### config.mk
export PLATFORM = sky130hd
export DESIGN_NAME = carrier_sequencer
export DESIGN_NICKNAME = d
export VERILOG_FILES = /design/src/rtl/carrier_pkg.sv /design/src/rtl/tick_gen.sv /design/src/rtl/carrier_sequencer.sv
export SDC_FILE = /design/constraint.sdc
export NUM_CORES = 1
export LEC_CHECK = 0
export CORE_MARGIN = 8
export CORE_UTILIZATION = 35
export CTS_CLUSTER_DIAMETER = 80
export DETAILED_ROUTE_END_ITERATION = 8
export PLACE_DENSITY = 0.6
export SLEW_MARGIN = 25
export SYNTH_ARGS = -nofsm -noshare
export SYNTH_HDL_FRONTEND = slang
export SYNTH_SLANG_ARGS = --single-unit
### constraint.sdc
create_clock -name clk -period 3.5 [get_ports clk]
set_input_delay 0.35 -clock clk [delete_from_list [all_inputs] [get_ports clk]]
set_output_delay 0.35 -clock clk [all_outputs]
set_load 0.05 [all_outputs]
### src/rtl/carrier_pkg.sv
// Shared types and constants for the three-phase carrier sequencer.
// The phase offsets describe the ROM's -60 and -120 degree taps.
package carrier_pkg;
    localparam int ACC_WIDTH_DEF  = 32;
    localparam int ADDR_WIDTH_DEF = 16;
    localparam int DATA_WIDTH_DEF = 16;
    localparam int PRE_WIDTH_DEF  = 16;

    localparam int PHASE2_OFFSET = 10923;
    localparam int PHASE3_OFFSET = 21845;

    typedef enum logic [1:0] {
        IDLE  = 2'd0,
        RUN   = 2'd1,
        DRAIN = 2'd2
    } state_t;
endpackage

### src/rtl/tick_gen.sv
// Prescale counter: asserts tick once every pre+1 enabled cycles.
// The counter is held at zero while disabled or when cleared.
module tick_gen
    import carrier_pkg::*;
#(
    parameter int PRE_WIDTH = PRE_WIDTH_DEF
) (
    input  logic                 clk,
    input  logic                 rst_n,
    input  logic                 en,
    input  logic                 clr,
    input  logic [PRE_WIDTH-1:0] pre,
    output logic                 tick
);
    logic [PRE_WIDTH-1:0] cnt_q, cnt_d;

    always_comb begin
        tick  = en && (cnt_q == pre);
        cnt_d = cnt_q + 1'b1;
        if (!en || clr || tick) begin
            cnt_d = '0;
        end
    end

    always_ff @(posedge clk or negedge rst_n) begin
        if (!rst_n) begin
            cnt_q <= '0;
        end else begin
            cnt_q <= cnt_d;
        end
    end
endmodule

### src/rtl/carrier_sequencer.sv
// Phase-accumulator sequencer for the shared three-phase carrier ROM.
// Config and stop requests only take effect at accumulator wrap.
module carrier_sequencer
    import carrier_pkg::*;
#(
    parameter int ACC_WIDTH  = ACC_WIDTH_DEF,
    parameter int ADDR_WIDTH = ADDR_WIDTH_DEF,
    parameter int DATA_WIDTH = DATA_WIDTH_DEF,
    parameter int PRE_WIDTH  = PRE_WIDTH_DEF
) (
    input  logic                         clk,
    input  logic                         rst_n,
    input  logic                         cfg_valid,
    output logic                         cfg_ready,
    input  logic [ACC_WIDTH-1:0]         cfg_ftw,
    input  logic [PRE_WIDTH-1:0]         cfg_pre,
    input  logic                         start,
    input  logic                         stop,
    output logic [ADDR_WIDTH-1:0]        rom_addr,
    input  logic signed [DATA_WIDTH-1:0] rom_d1,
    input  logic signed [DATA_WIDTH-1:0] rom_d2,
    input  logic signed [DATA_WIDTH-1:0] rom_d3,
    output logic                         smp_valid,
    output logic signed [DATA_WIDTH-1:0] smp1,
    output logic signed [DATA_WIDTH-1:0] smp2,
    output logic signed [DATA_WIDTH-1:0] smp3,
    output logic                         wrap,
    output logic                         busy
);
    state_t                  state_q, state_d;
    logic [ACC_WIDTH-1:0]    acc_q, acc_d;
    logic [ACC_WIDTH-1:0]    ftw_act_q, ftw_act_d;
    logic [PRE_WIDTH-1:0]    pre_act_q, pre_act_d;
    logic                    pend_q, pend_d;
    logic [ACC_WIDTH-1:0]    pend_ftw_q, pend_ftw_d;
    logic [PRE_WIDTH-1:0]    pend_pre_q, pend_pre_d;
    logic                    wrap_q, wrap_d;
    logic                    tick_dly_q, tick_dly_d;
    logic                    smp_valid_q, smp_valid_d;
    logic signed [DATA_WIDTH-1:0] smp1_q, smp1_d, smp2_q, smp2_d, smp3_q, smp3_d;

    logic                    tick;
    logic                    running;
    logic                    carry_tick;
    logic                    apply;
    logic [ACC_WIDTH:0]      sum;

    assign running = (state_q != IDLE);

    tick_gen #(.PRE_WIDTH(PRE_WIDTH)) u_tick_gen (
        .clk   (clk),
        .rst_n (rst_n),
        .en    (running),
        .clr   (apply),
        .pre   (pre_act_q),
        .tick  (tick)
    );

    always_comb begin
        sum        = {1'b0, acc_q} + {1'b0, ftw_act_q};
        carry_tick = tick && sum[ACC_WIDTH];
        apply      = pend_q && (!running || carry_tick);

        state_d     = state_q;
        acc_d       = acc_q;
        ftw_act_d   = ftw_act_q;
        pre_act_d   = pre_act_q;
        pend_d      = pend_q;
        pend_ftw_d  = pend_ftw_q;
        pend_pre_d  = pend_pre_q;
        wrap_d      = carry_tick;
        tick_dly_d  = tick;
        smp_valid_d = tick_dly_q;
        smp1_d      = smp1_q;
        smp2_d      = smp2_q;
        smp3_d      = smp3_q;

        // A slot can only be accepted while empty, so apply and accept never coincide.
        if (apply) begin
            ftw_act_d = pend_ftw_q;
            pre_act_d = pend_pre_q;
            pend_d    = 1'b0;
        end else if (cfg_valid && !pend_q) begin
            pend_d     = 1'b1;
            pend_ftw_d = cfg_ftw;
            pend_pre_d = cfg_pre;
        end

        if (tick) begin
            acc_d = sum[ACC_WIDTH-1:0];
        end

        // ROM words are combinational from the address, which moved on the previous tick.
        if (tick_dly_q) begin
            smp1_d = rom_d1;
            smp2_d = rom_d2;
            smp3_d = rom_d3;
        end

        case (state_q)
            IDLE: begin
                acc_d = '0;
                if (start) begin
                    state_d = RUN;
                end
            end
            RUN: begin
                if (stop) begin
                    state_d = DRAIN;
                end
            end
            DRAIN: begin
                if (carry_tick) begin
                    state_d = IDLE;
                    acc_d   = '0;
                end else if (ftw_act_q == '0) begin
                    state_d = IDLE;
                end else if (start && !stop) begin
                    state_d = RUN;
                end
            end
            default: state_d = IDLE;
        endcase
    end

    always_ff @(posedge clk or negedge rst_n) begin
        if (!rst_n) begin
            state_q     <= IDLE;
            acc_q       <= '0;
            ftw_act_q   <= '0;
            pre_act_q   <= '0;
            pend_q      <= 1'b0;
            pend_ftw_q  <= '0;
            pend_pre_q  <= '0;
            wrap_q      <= 1'b0;
            tick_dly_q  <= 1'b0;
            smp_valid_q <= 1'b0;
            smp1_q      <= '0;
            smp2_q      <= '0;
            smp3_q      <= '0;
        end else begin
            state_q     <= state_d;
            acc_q       <= acc_d;
            ftw_act_q   <= ftw_act_d;
            pre_act_q   <= pre_act_d;
            pend_q      <= pend_d;
            pend_ftw_q  <= pend_ftw_d;
            pend_pre_q  <= pend_pre_d;
            wrap_q      <= wrap_d;
            tick_dly_q  <= tick_dly_d;
            smp_valid_q <= smp_valid_d;
            smp1_q      <= smp1_d;
            smp2_q      <= smp2_d;
            smp3_q      <= smp3_d;
        end
    end

    assign rom_addr  = acc_q[ACC_WIDTH-1 -: ADDR_WIDTH];
    assign cfg_ready = !pend_q;
    assign busy      = running;
    assign wrap      = wrap_q;
    assign smp_valid = smp_valid_q;
    assign smp1      = smp1_q;
    assign smp2      = smp2_q;
    assign smp3      = smp3_q;
endmodule

**After elaboration in Yosys (flattened, before gate mapping)**

Index checks and enable logic that the tools add are counted.

- $add $sub $neg: 2
- Equality and inequality tests: 6
- Mux-type cells: 12
- Bitwise logic cells: 1
- Reduce and logical (&&, ||, !) cells: 17

Operators with widths:

| kind | number |
|---|---|
| $mux W32 | 2 |
| $pmux W32 S2 | 1 |
| $add A32 B32 Y33 | 1 |
| $logic_not A32 Y1 | 1 |
| $add A16 B1 Y16 const B | 1 |
| $eq A16 B16 Y1 | 1 |
| $mux W16 | 1 |
| $mux W2 | 5 |
| $pmux W2 S3 | 1 |
| $logic_and A1 B1 Y1 | 5 |
| $ne A2 B2 Y1 const B | 2 |
| $ne A4 B4 Y1 const B | 1 |
| $reduce_bool A2 Y1 | 2 |
| $logic_not A1 Y1 | 3 |
| $logic_or A1 B1 Y1 | 3 |
| $reduce_and A3 Y1 | 1 |
| $eq A2 B1 Y1 const B | 1 |
| $eq A2 B2 Y1 const B | 1 |
| $logic_not A2 Y1 | 1 |
| $mux W1 | 2 |
| $reduce_and A2 Y1 | 1 |
| $not A1 Y1 | 1 |

- Register bits: 198
- Input port bits: 101
- Output and inout bits: 68
- Logic and storage cells: 52

**Longest topological paths before layout**

Gate-level depths: netlist of the first run.

- Depth after elaboration: 8
- Mapped depth: 12

**Hierarchy**

From an unflattened synthesis of the first run, not the netlist that was laid out.

- Cells, all modules: 791
- Area total of the unflattened synthesis: 9799.4 µm²

By module, submodules not included:

| module | times used | cells each | area an instance (µm²) | sequential area each (µm²) |
|---|---|---|---|---|
| carrier_sequencer | 1 | 692 | 8858.5 | 4554.4 |
| tick_gen | 1 | 99 | 940.9 | 400.4 |

**Worst setup path before layout of the first run**

No wires, ideal clock.

- Kind: register -> register
- Start: reg acc_q[0]
- End: reg ftw_act_q[11]
- Data arrival time: 2.846 ns
- Setup slack: 0.529 ns
- Stages on the path, launching flop included: 13
- Path buffers: 2
- Cells stage by stage: dfrtp_1 > ha_1 > fa_1 > a211oi_1 > o21ai_2 > o211a_4 > o2111ai_4 > a211o_4 > nand2_4 > o21ai_2 > buf_6 > buf_8 > mux2_4

- Longest elaborated chain between the ends: 4

RTL lines:

| element | line | source |
|---|---|---|
| start: declaration | carrier_sequencer.sv:31 | `logic [ACC_WIDTH-1:0] acc_q, acc_d;` |
| start signal: assignment | carrier_sequencer.sv:129 | `acc_q <= '0;` |
| start signal: assignment | carrier_sequencer.sv:143 | `acc_q <= acc_d;` |
| $add A32 B32 Y33 | carrier_sequencer.sv:60 | `sum = {1'b0, acc_q} + {1'b0, ftw_act_q};` |
| $logic_and A1 B1 Y1 | carrier_sequencer.sv:61 | `carry_tick = tick && sum[ACC_WIDTH];` |
| via carry_tick | carrier_sequencer.sv:44 | `logic carry_tick;` |
| $logic_or A1 B1 Y1 | carrier_sequencer.sv:62 | `apply = pend_q && (!running \|\| carry_tick);` |
| $logic_and A1 B1 Y1 | carrier_sequencer.sv:62 |  |
| end signal: assignment | carrier_sequencer.sv:144 | `ftw_act_q <= ftw_act_d;` |
| end: declaration | carrier_sequencer.sv:32 | `logic [ACC_WIDTH-1:0] ftw_act_q, ftw_act_d;` |

The timed path passes the listed nets, and every way through them passes these cells.
A chain may end at the register's enable or synchronous reset.

**Final worst setup path of the first run**

- Start: reg ftw_act_q[0]
- End: reg pre_act_q[6]

- Longest elaborated chain between the ends: 4

RTL lines:

| element | line | source |
|---|---|---|
| $add A32 B32 Y33 | carrier_sequencer.sv:60 |  |
| $logic_and A1 B1 Y1 | carrier_sequencer.sv:61 |  |
| via carry_tick | carrier_sequencer.sv:44 |  |
| $logic_or A1 B1 Y1 | carrier_sequencer.sv:62 |  |
| $logic_and A1 B1 Y1 | carrier_sequencer.sv:62 |  |
| end signal: assignment | carrier_sequencer.sv:145 | `pre_act_q <= pre_act_d;` |
| end: declaration | carrier_sequencer.sv:33 | `logic [PRE_WIDTH-1:0] pre_act_q, pre_act_d;` |

The timed path passes the listed nets, and every way through them passes these cells.

==> impl_metrics.env, run 1 <==
export IMPL_synth_area_leader_cell="dfrtp_1"
export IMPL_vdd_drop_max_mv=0.552
export IMPL_cts_tree="yes"
export IMPL_globalplace_congestion=0.869
export IMPL_synth_ff_type="dfrtp_1"
export IMPL_tns_ns=0
export IMPL_final_setup_viol_count=0
export IMPL_worstPathArrival_ns=3.50
export IMPL_finalNetCount=1125
export IMPL_fill_cells=2631
export IMPL_syn_nets=969
export IMPL_routed_wl_um=23500
export IMPL_clk_pin_slew_ns=0.08
export IMPL_placementRows=61
export IMPL_port_buffers=168
export IMPL_cts_htree_levels=4
export IMPL_final_common_cell="dfrtp_1"
export IMPL_synthTopCellsByArea="dfrtp_1 (51%), mux2_2 (14%), ha_1 (4.2%), xnor2_1 (3.3%), mux2_4 (3.1%)"
export IMPL_pwr_share_clk_pct=21.8
export IMPL_worst_path_max_fanout=28
export IMPL_criticalPathCategory="register to register"
export IMPL_cts_root_buf="clkbuf_16"
export IMPL_power_per_cell_area_nw_per_um2=758
export IMPL_clock_path_buffers=2
export IMPL_netlist_area_um2=9780
export IMPL_grt_util_all_layers_pct=14.3
export IMPL_grt_max_degree=95
export IMPL_overflow=0
export IMPL_numCtsBuffers=17
export IMPL_seq_area_frac_synth_pct=50.6
export IMPL_grt_pass1_wl_um=38700
export IMPL_violations="hold timing"
export IMPL_finalHoldViolations=26
export IMPL_seq_area_um2=4960
export IMPL_fmax_ghz=0.315
export IMPL_rsz0062_at_grt="false"
export IMPL_vias=6718
export IMPL_post_cts_setup_buffers=0
export IMPL_slew_violations=0
export IMPL_drv_cap=0
export IMPL_worst_slew_pin_slew_ns=0.811
export IMPL_outcome="finished with violations"
export IMPL_reg2reg_from="ftw_act_q[0]$_DFFE_PN0P_"
export IMPL_via_per_inst=4.86
export IMPL_post_route_period_util_pct=90.7
export IMPL_antenna_found_initial=0
export IMPL_worstPathRequired_ns=3.83
export IMPL_holdWs_ns=-0.0516
export IMPL_internal_power_mw=5.93
export IMPL_share_seq_of_total_power_pct=38.6
export IMPL_start_util_pct=35.4
export IMPL_grt_pass1_vias=6991
export IMPL_synth_edf_count=0
export IMPL_postSynthCellCount=834
export IMPL_yosysTopAreaCellShare_pct=50.6
export IMPL_multi_input_area_um2=4540
export IMPL_ys_ff_latch=198
export IMPL_synth_avg_cell_area_um2=11.7
export IMPL_routedWlPerCell_um=17.0
export IMPL_dieArea_um2=33600
export IMPL_min_path_type="input port to async pin"
export IMPL_dieWidth_um=183
export IMPL_clkSinkCount=198
export IMPL_p_switching_mw=3.54
export IMPL_drtAntennaViolNets=0
export IMPL_syn_to_final_growth_pct=27.6
export IMPL_final_cell_mix="dfrtp_1 (197), clkdlybuf4s50_1 (167), mux2_2 (124)"
export IMPL_hold_buffers=0
export IMPL_antenna_cells=0
export IMPL_cp_end_kind="register"
export IMPL_yosys_warnings=0
export IMPL_core_area_um2=27600
export IMPL_drive_gt1_share_pct=20.6
export IMPL_hpwlAfterDp_um=17500
export IMPL_firstDrtPassIters=5
export IMPL_p_comb_share_pct=39.6
export IMPL_fin_skew_ns=0.0158
export IMPL_start_kind="register"
export IMPL_drtIter0Drc=308
export IMPL_io_pins=169
export IMPL_synthArstFlopShare_pct=100
export IMPL_p_leak_nw=5.35
export IMPL_synth_cell_types=60
export IMPL_slew_headroom_pct=45.9
export IMPL_crit_path_start="ftw_act_q[0]$_DFFE_PN0P_"
export IMPL_die_h_um=183
export IMPL_clk_latency_ns=0.44
export IMPL_drc=0
export IMPL_switching_share_pct=37.4
export IMPL_cts_resized=0
export IMPL_post_route_min_period_ns=3.17
## cells by family after synthesis
family          after synthesis  synth area share (%)
compound gates              142                  9.52
xor+xnor                     51                  4.57
fa+ha+maj                    34                  4.43
buf+inv                      56                  3.18
flops                       198                  50.6
mux                         144                  17.3
simple gates                209                  10.3
## flip-flops by register name, indices dropped and copies added (netlist names)
register / flops
smp1: 16
pend_ftw_q: 32
pre_act_q: 16
smp_valid: 1
acc_q: 32
ftw_act_q: 32
pend_pre_q: 16
u_tick_gen.cnt_q: 16
wrap: 1
smp2: 16
state_q: 2
smp3: 16
pend_q: 1
smp_valid_d: 1
## worst max-delay path: stages, from the launching register on
cell and delay [ns]:
dfrtp_1 0.40, ha_1 0.22, fa_1 0.44, a211oi_1 0.28, o21ai_2 0.14, o211a_4 0.27, o2111ai_4 0.24, a211o_4 0.20
nand2_4 0.06, o21ai_4 0.19, buf_12 0.24, mux2_2 0.36
## synth_stat cells (all sizes together) (3+ instances only)
cell type    n
dfrtp      198
mux2       144
nand2       68
a21oi       58
nor2        52
xnor2       37
ha          33
buf         31
o21ai       20
nand4       16
clkbuf      15
nand3       15
a21o        14
xor2        14
nor3        12
nor4        11
a211oi      10
inv         10
and3         8
o21bai       8
nand3b       6
o21a         6
nand2b       4
nor2b        4
a211o        3
a31oi        3
nor4b        3
o211ai       3
o22ai        3
## power by group through the flow
stage | Clock (mW) | Sequential, mW | Combinational (mW)
global route | 2.23 | 3.77 | 4.04
CTS | 2.13 | 3.67 | 3.80
detailed placement | 0 | 3.72 | 3.78
finish | 2.06 | 3.66 | 3.75
floorplan | 0 | 4.11 | 2.18
global placement | 0 | 3.70 | 3.74
## cell type report
type	count	area share, %
clock buffers	17	3.41
clock inverters	15	1.60
inverters	10	0.301
multi-input cells	580	36.4
flip-flops and latches	198	39.7
well taps	378	3.79
repair buffers	183	14.8
## metal layers
layer  GRT usage [%]  wire (µm)  vias up  part of all wire (%)
li1                -          -     3291                     -
met1            18.5      10600     3311                    45
met2            24.0      11800      104                    50
met3            3.26        875       12                   3.7
met4            3.55        232        0                  0.99
met5               0          0        -                     0
## final timing paths
check | end | slack, ns | depth (start not counted)
hold reg to reg | ftw_act_q[9]$_DFFE_PN0P_ | 0.51 | 1
setup reg to reg | pre_act_q[6]$_DFFE_PN0P_ | 0.33 | 11
min in group clk | ftw_act_q[9]$_DFFE_PN0P_ | 0.51 | 1
max in group asynchronous | smp2[13]$_DFFE_PN0P_ | 2.62 | 2
setup / recovery | pre_act_q[6]$_DFFE_PN0P_ | 0.33 | 11
hold / removal | pend_pre_q[1]$_DFFE_PN0P_ | -0.05 | 1
## stage by stage
stage	utilization (%)	power [mW]	instances	area (µm²)	setup slack, ns
floorplan	-	6.30	834	9780	0.529
global placement	42.9	7.44	1349	11900	0.374
detailed placement	42.9	7.50	1349	11900	0.317
CTS	45.2	9.60	1381	12500	0.305
global route	45.2	10.0	1381	12500	0.186
finish	45.2	9.47	1381	12500	0.327
(Power assumes the default switching activity.)
==> inputs of run 2 (changes only) <==
--- a/config.mk
+++ b/config.mk
@@ -5,9 +5,11 @@
 export SDC_FILE = /design/constraint.sdc
 export NUM_CORES = 1
 export LEC_CHECK = 0
+export CORE_ASPECT_RATIO = 1.5
 export CORE_MARGIN = 8
 export CORE_UTILIZATION = 35
 export CTS_CLUSTER_DIAMETER = 80
+export CTS_CLUSTER_SIZE = 14
 export DETAILED_ROUTE_END_ITERATION = 8
 export PLACE_DENSITY = 0.6
 export SLEW_MARGIN = 25
==> impl_metrics.env, run 2 (same netlist as run 1, synthesis figures left out) <==
export IMPL_outcome="finished clean"
export IMPL_die_h_um=221
export IMPL_hpwlAfterDp_um=18400
export IMPL_grt_pass1_vias=7070
export IMPL_worst_path_max_fanout=24
export IMPL_cts_tree="yes"
export IMPL_cts_htree_levels=4
export IMPL_start_kind="register"
export IMPL_dieArea_um2=33700
export IMPL_met1_length_um=9650
export IMPL_place_area_um2=11800
export IMPL_criticalPathCategory="register to register"
export IMPL_drc=0
export IMPL_dieWidth_um=153
export IMPL_routed_wl_um=24300
export IMPL_numCtsBuffers=17
export IMPL_grt_util_all_layers_pct=14.7
export IMPL_slew_violations=0
export IMPL_cts_resized=0
export IMPL_start_util_pct=35.2
export IMPL_wl_met2_um=13700
export IMPL_reg_top3="acc_q x32, ftw_act_q x32, pend_ftw_q x32"
export IMPL_final_area_um2=12400
export IMPL_overflow=0
export IMPL_grt_pass1_wl_um=38800
export IMPL_p_leak_nw=5.34
export IMPL_io_pins=169
export IMPL_pre_cts_ws_ns=0.309
export IMPL_syn_to_final_growth_pct=27.0
export IMPL_finalHoldViolations=0
export IMPL_r2r_slack_ns=0.32
export IMPL_final_cell_mix="dfrtp_1 (197), clkdlybuf4s50_1 (167), mux2_2 (124)"
export IMPL_core_area_um2=27800
export IMPL_post_route_period_util_pct=90.7
export IMPL_antenna_cells=0
export IMPL_port_buffers=168
export IMPL_grt_max_degree=96
export IMPL_via_per_inst=5.01
export IMPL_drv_cap=0
export IMPL_antenna_found_initial=0
export IMPL_globalplace_congestion=0.850
export IMPL_final_common_cell="dfrtp_1"
export IMPL_clk_latency_ns=0.45
export IMPL_vias=6756
export IMPL_clk_pin_slew_ns=0.08
export IMPL_min_path_type="register to register"
export IMPL_firstDrtPassIters=4
export IMPL_topRoutingLayerUsed="met4"
export IMPL_vdd_drop_max_mv=0.414
export IMPL_drtAntennaViolNets=0
export IMPL_finalNetCount=1125
export IMPL_clkSinkCount=198
export IMPL_final_setup_worst_slack_ns=0.325
export IMPL_fin_skew_ns=0.00840
export IMPL_fmax_ghz=0.315
export IMPL_clock_path_buffers=2
export IMPL_tns_ns=0
export IMPL_cp_end_kind="register"
export IMPL_power_per_cell_area_nw_per_um2=761
export IMPL_worstPathArrival_ns=3.52
export IMPL_cts_root_buf="clkbuf_16"
export IMPL_post_route_min_period_ns=3.18
export IMPL_routedWlPerCell_um=18.0
export IMPL_wl_met3_um=490
export IMPL_placementRows=75
export IMPL_worstPathRequired_ns=3.84
export IMPL_final_setup_viol_count=0
export IMPL_hold_path_depth=1
export IMPL_worst_slew_pin_slew_ns=0.820
export IMPL_r2r_cells=11
export IMPL_slew_headroom_pct=45.3
export IMPL_rsz0062_at_grt="false"
export IMPL_drive_gt1_share_pct=20.4
export IMPL_drtIter0Drc=229
## run 2: area by class of cell
cell class	count	area, µm²
Fill cell	2649	15400
Sequential cell	198	4960
Multi-Input combinational cell	580	4540
Timing Repair Buffer	183	1840
Tap cell	346	433
Clock buffer	18	429
Clock inverter	14	181
Inverter	10	37.5
## run 2: power by group
part | switching [mW] | internal, mW
clock network | 0.957 | 1.09
registers | 0.577 | 3.08
logic | 1.96 | 1.79
## run 2: worst paths after layout
kind | endpoint | from
setup reg to reg | ftw_act_q[4]$_DFFE_PN0P_ | ftw_act_q[0]$_DFFE_PN0P_
setup / recovery | ftw_act_q[4]$_DFFE_PN0P_ | ftw_act_q[0]$_DFFE_PN0P_
hold / removal | ftw_act_q[30]$_DFFE_PN0P_ | pend_ftw_q[30]$_DFFE_PN0P_
hold reg to reg | ftw_act_q[30]$_DFFE_PN0P_ | pend_ftw_q[30]$_DFFE_PN0P_
min in group asynchronous | pend_ftw_q[27]$_DFFE_PN0P_ | rst_n
max in group asynchronous | smp1[10]$_DFFE_PN0P_ | rst_n
## run 2: stage by stage
stage	cells	utilization (%)	hold slack [ns]	total power [mW]
after floorplan	834	-	0.0544	6.30
after global routing	1349	44.7	0.474	10.0
after global placement	1316	42.5	0.480	7.43
after CTS	1349	44.7	0.474	9.59
after detailed placement	1316	42.5	0.485	7.49
final	1349	44.7	0.501	9.45
## run 2: repair_timing
action / in CTS / in global routing
endpoints found under the hold margin: 2 / 0
hold buffers: 1 / 0
setup buffers: 0 / 0
## run 2: worst max-delay path: stages, from the launching register on
cell and delay [ns]:
dfrtp_1 0.40, ha_1 0.23, fa_1 0.43, a211oi_1 0.28, o21ai_2 0.14, o211a_4 0.27
o2111ai_4 0.23, a211o_4 0.19, nand2_4 0.06, o21ai_4 0.22, buf_12 0.22, mux2_2 0.36
## run 2: layer usage
| layer | track usage (%) | up-vias |
|---|---|---|
| met5 | 0 | - |
| met2 | 27.5 | 80 |
| met3 | 2.85 | 24 |
| met4 | 5.72 | 0 |
| met1 | 16.3 | 3361 |
| li1 | - | 3291 |
